## src/rtl/addr_sweep_counter.sv

```systemverilog
// Address sweep generator: counts 0..limit (or limit..0) in STEP increments,
// one beat per valid/ready handshake, with optional continuous looping.
module addr_sweep_counter #(
   parameter int WORD_SIZE = 16,
   parameter int STEP      = 1
) (
   input  logic                 clk_i,
   input  logic                 reset_i,
   input  logic                 start_i,
   input  logic [WORD_SIZE-1:0] limit_i,
   input  logic                 down_i,
   input  logic                 loop_i,
   input  logic                 abort_i,
   input  logic                 ready_i,
   output logic                 valid_o,
   output logic [WORD_SIZE-1:0] data_o,
   output logic                 last_o,
   output logic                 done_o,
   output logic                 busy_o
);

   localparam logic [WORD_SIZE-1:0] STEP_W = WORD_SIZE'(STEP);
   localparam logic [WORD_SIZE:0]   STEP_X = (WORD_SIZE+1)'(STEP);

   typedef enum logic {IDLE, RUN} state_t;

   state_t               state;
   logic [WORD_SIZE-1:0] data;
   logic [WORD_SIZE-1:0] lim;
   logic                 dn;
   logic                 lp;
   logic                 done;
   logic                 last;
   logic                 run;

   assign run = (state == RUN);

   // Up-mode bound check is one bit wider so data + STEP never wraps.
   always_comb begin
      last = 1'b0;
      if (run) begin
         if (dn) last = (data < STEP_W);
         else    last = (({1'b0, data} + STEP_X) > {1'b0, lim});
      end
   end

   always_ff @(posedge clk_i) begin
      done <= 1'b0;
      if (reset_i) begin
         state <= IDLE;
         data  <= '0;
         lim   <= '0;
         dn    <= 1'b0;
         lp    <= 1'b0;
      end else if (state == IDLE) begin
         if (start_i) begin
            state <= RUN;
            lim   <= limit_i;
            dn    <= down_i;
            lp    <= loop_i;
            data  <= down_i ? limit_i : '0;
         end
      end else if (abort_i) begin
         state <= IDLE;
         data  <= '0;
      end else if (ready_i) begin
         if (!last)
            data <= dn ? data - STEP_W : data + STEP_W;
         else if (lp)
            data <= dn ? lim : '0;
         else begin
            state <= IDLE;
            data  <= '0;
            done  <= 1'b1;
         end
      end
   end

   assign valid_o = run;
   assign busy_o  = run;
   assign data_o  = data;
   assign last_o  = last;
   assign done_o  = done;

endmodule

```

## config.mk

```make
export PLATFORM = sky130hd
export DESIGN_NAME = addr_sweep_counter
export DESIGN_NICKNAME = d
export VERILOG_FILES = /design/src/rtl/addr_sweep_counter.sv
export SDC_FILE = /design/constraint.sdc
export NUM_CORES = 1
export LEC_CHECK = 0
export CORE_MARGIN = 3
export CORE_UTILIZATION = 45
export CTS_BUF_LIST = sky130_fd_sc_hd__clkbuf_4 sky130_fd_sc_hd__clkbuf_8 sky130_fd_sc_hd__clkbuf_16
export DETAILED_ROUTE_END_ITERATION = 12
export PLACE_DENSITY = 0.69
export SETUP_SLACK_MARGIN = 0.1
export SLEW_MARGIN = 20
export SYNTH_ARGS = -nofsm -noshare
export SYNTH_HDL_FRONTEND = slang
export SYNTH_SLANG_ARGS = --single-unit
```

## constraint.sdc

```tcl
create_clock -name clk_i -period 4.4 [get_ports clk_i]
set_clock_uncertainty 0.1 [all_clocks]
set_input_delay 0.44 -clock clk_i [delete_from_list [all_inputs] [get_ports clk_i]]
set_output_delay 0.44 -clock clk_i [all_outputs]
set_load 0.01 [all_outputs]
```

# After elaboration in Yosys (flattened, before gate mapping)
# Cells that the tools add are included.
# totals
ff_bits	36
inputBits	23
wordCells	37
# classes
reduce_logical	4
mux	18
n_eq_ne	1
magnitude_cmp	2
n_addsub	3
bitwise	3
# ops
op	n
2-to-1 mux 16 bit	9
adder 16 x 1 -> 17 bit, second input constant	1
greater-than comparator 17 x 16 -> 1 bit	1
adder 16 x 1 -> 16 bit, second input constant	1
< comparator 16 x 1 -> 1 bit, second input constant	1
subtractor 16 x 1 -> 16 bit, second input constant	1
2-to-1 mux 1 bit	9
OR reduction 5 bit	1
AND reduction 2 bit	2
!= test 3 bit, second input constant	1
inverter 1 bit	3
nonzero test 2 bit	1

# Longest topological paths before layout
# logic_depth
ltp_word	8
depth_mapped	13
depth_no_buf	12

# Worst setup path before layout
# OpenSTA, ideal clock, no wires.
# synth_path
kind	register to output
start	register data[2] (netlist: data_o[2])
end	output port last_o
t_required_ns	3.860
path_buffers	1
t_arrival_ns	3.234
path_slack_ns	0.626
path_stages_with_launch	12
cell_sequence	dfxtp_1 clkbuf_1 nand3_1 nor4_1 nand3_1 xnor2_1 ha_1 nand4_1 o41ai_1 nor3_1 a21boi_0 a21boi_0
# synth_via
elab_chain_cells	4
word_cells_on_any_way	5
cone_classes	add/sub: 1; order compare: 2; mux: 2
# synth_lines
item	line	text
start, declared	28	logic [WORD_SIZE-1:0] data;
start signal, assigned	61	data <= down_i ? limit_i : '0;
start signal, assigned	68	data <= dn ? data - STEP_W : data + STEP_W;
start signal, assigned	70	data <= dn ? lim : '0;
adder 16 x 1 -> 17 bit	43	else last = (({1'b0, data} + STEP_X) > {1'b0, lim});
greater-than comparator 17 x 16 -> 1 bit	43	
2-to-1 mux 1 bit *	42	if (dn) last = (data < STEP_W);
2-to-1 mux 1 bit *	41	if (run) begin
end, declared	17	output logic last_o,
# Every way passes the cells marked *; elsewhere a longest branch is shown, timed or not.

# Worst setup path after layout
# layout_path
start	register data[0] (netlist: data_o[0])
end	output port last_o
# Same word-level chain as after synthesis.

==> out/metrics.cfg <==
[global_route]
grt_pass1_wl_um=13900
antenna_found_initial=0
use_met3_pct=3.30
grt_overflow=0
grtUsageTotal_pct=23.8
grt_pass1_vias=2688
use_met1_pct=35.5
grt_max_degree=23
use_met2_pct=35.5
top_usage_layer=met2

[status]
status=finished, final reports clean

[setup_path]
critPathKind=reg -> out
path_common_cell=nand4_1
startpoint_type=flop
critPathSlowestCell=clkdlybuf4s50_1
slowest_delay_ns=0.58
cp.arrival_ns=3.65
crit_fanout=6
worst_setup_path_end_kind=output port
cp_cell_sequence=ha_2 -> nand4_1 -> nor3_4 -> nand4_1 -> xnor2_1 -> ha_1 -> nand4_1 -> o41ai_2 -> nor3_1 -> a21boi_1 -> a21boi_0 -> clkdlybuf4s50_1
critical_path_required_ns=3.86
reg2reg_depth=13

[synthesis]
yosys.area.top_type=dfxtp_1
ys.flop_type=dfxtp_1
ys_ff_latch=36
synth.most_common_cell=nand2_1
synth_edf_count=0
syn_nets=418
async_flop_share_pct=0
synthTopCellsByCount=nand2_1 (54), dfxtp_1 (36), a21oi_1 (26)
yosysWarnings=0
syn_avg_cell_area_um2=7.52
synth_top_cell_area_share_pct=25.4
yosys-top-cells-area=dfxtp_1 (25%), ha_1 (7.9%), nand2_1 (7.2%)
syn-cell-area_um2=2830
yosysSeqAreaShare_pct=25.4
netlist_instances=377
synth_cell_types=56

[detailed_routing]
num_vias=2948
antenna_left=0
dr.pass1.iters=5
drc=0
vias_per_cell=6.15
wl_per_cell_um=17.4
wl_um=8360
drt_iter0_drc=316

[power_and_ir_drop]
power_density_nw_per_um2=297
leakage_nw=1.21
peakVddDrop_mv=0.134

[clock_tree]
cts_made_buffers=5
clk_pin_slew_worst_paths_ns=0.08
ctsHoldBuffers=0
htree_levels=2
clock_sinks=36
clock_path_buffers=2
clock_latency_ns=0.30
cts_tree=built
cts_root_buffer=clkbuf_8

[die]
rows=28
die_x_um=85.4
coreArea_um2=6030
start_util_pct=47.0
die_height_um=85.4
num_io_pins=43
die-area_um2=7290

[timing]
min_period_ns=4.19
setup_tns_ns=0
finalCritPeriodShare_pct=95.3
hold_viol=0
rsz0062_at_grt=no
slew_violations=0
tightest_slew_ns=0.949
setup_viol=0
fmax_ghz=0.239
relSlewSlack_pct=36.5

[final_layout]
regArea_um2=732
n_antenna_cell=0
drive_above_1_share_pct=10.6
n_fill_cell=591
nNetsFinal=444
area_growth_pct=21.0
multi_input_area_um2=1920
fin_util_pct=56.9

[worst_hold_path]
hold_depth=2
hold_class=reg -> reg

[flow_run]
maxCapViolCount=0

[placement]
gp_congestion=0.902
hpwl_um=6100
numPortBuffers=42

==> kinds of logic after synthesis <==
logic type,share of synthesized area (%)
and+or+nand+nor,27.4
AOI/OAI and AO/OA,26.0
buffers and inverters,8.30
DFF,25.4
adders and majority gates,7.95
xor gates and xnor gates,4.95
==> sequential cells by signal, summed over array words and instances (netlist names) <==
signal  cells
busy_o      1
data_o     16
dn          1
done_o      1
lim        16
lp          1
==> where the power goes <==
part	internal (mW)	switching [mW]	leakage, nW	total [mW]
clock network	0.134	0.133	0.0479	0.267
registers	0.352	0.0381	0.299	0.390
logic	0.164	0.198	0.867	0.362
total	0.650	0.369	1.21	1.02
==> worst max-delay path, delay by kind of cell, from the launching register on <==
kind                     cells  cell delay (ns)
adder cells (fa/ha/maj)      2             0.55
buffers and inverters        1             0.58
XOR/XNOR                     1             0.16
flip-flops                   1             0.40
AND/OR/NAND/NOR              5             1.17
AO/OA/AOI/OAI                3             0.48
==> placed cells by master, fill, tap and decap left out, types with 13 or more instances in the layout <==
cell type,netlist,final
ha_1,18,17
clkdlybuf4s50_1,0,42
nand2_1,54,54
nand4_1,14,14
dfxtp_1,36,27
nand3_1,14,13
inv_1,25,25
a21oi_1,26,26
nor2_1,13,13
xnor2_1,13,13
==> worst paths after layout <==
check,end,from,slack (ns)
setup / recovery,last_o,data_o[0]$_SDFFE_PP0P_,0.21
hold / removal,lim[10]$_SDFFE_PP0P_,lim[10]$_SDFFE_PP0P_,0.36
setup reg to reg,data_o[12]$_SDFFE_PP0P_,data_o[0]$_SDFFE_PP0P_,0.69
hold reg to reg,lim[10]$_SDFFE_PP0P_,lim[10]$_SDFFE_PP0P_,0.36
==> timing repair <==
| action | in CTS | in global routing |
|---|---|---|
| hold endpoints to repair | 0 | 0 |
| buffers inserted | 0 | 1 |
| pin swaps | 1 | 2 |
| gates resized for setup | 2 | 14 |
| setup endpoints to repair | 1 | 1 |
==> per-stage QoR <==
stage               hold WS [ns]  cell area [um2]  power [mW]  cells  worst slack (ns)
global route               0.402             3430        1.08    479            0.0778
finish                     0.361             3430        1.02    479             0.207
floorplan                  0.336             2830       0.622    377             0.626
CTS                        0.363             3390        1.01    478             0.106
global placement           0.346             3280       0.737    470             0.324
detailed placement         0.352             3280       0.744    470             0.190
==> area by class of cell <==
cell class              instances  area share, %
multi-input cells             283           55.9
flip-flops and latches         36           21.3
repair buffers                 52           14.4
inverters                      25           2.74
well taps                      75           2.74
clock buffers                   7           2.63
clock inverters                 1          0.219
==> layer usage <==
layer	vias up	wire, um
met5	-	0
met1	1378	4090
li1	1446	-
met2	116	3620
met4	0	91
met3	8	556
Note: power is estimated with default switching activity, not from simulation.
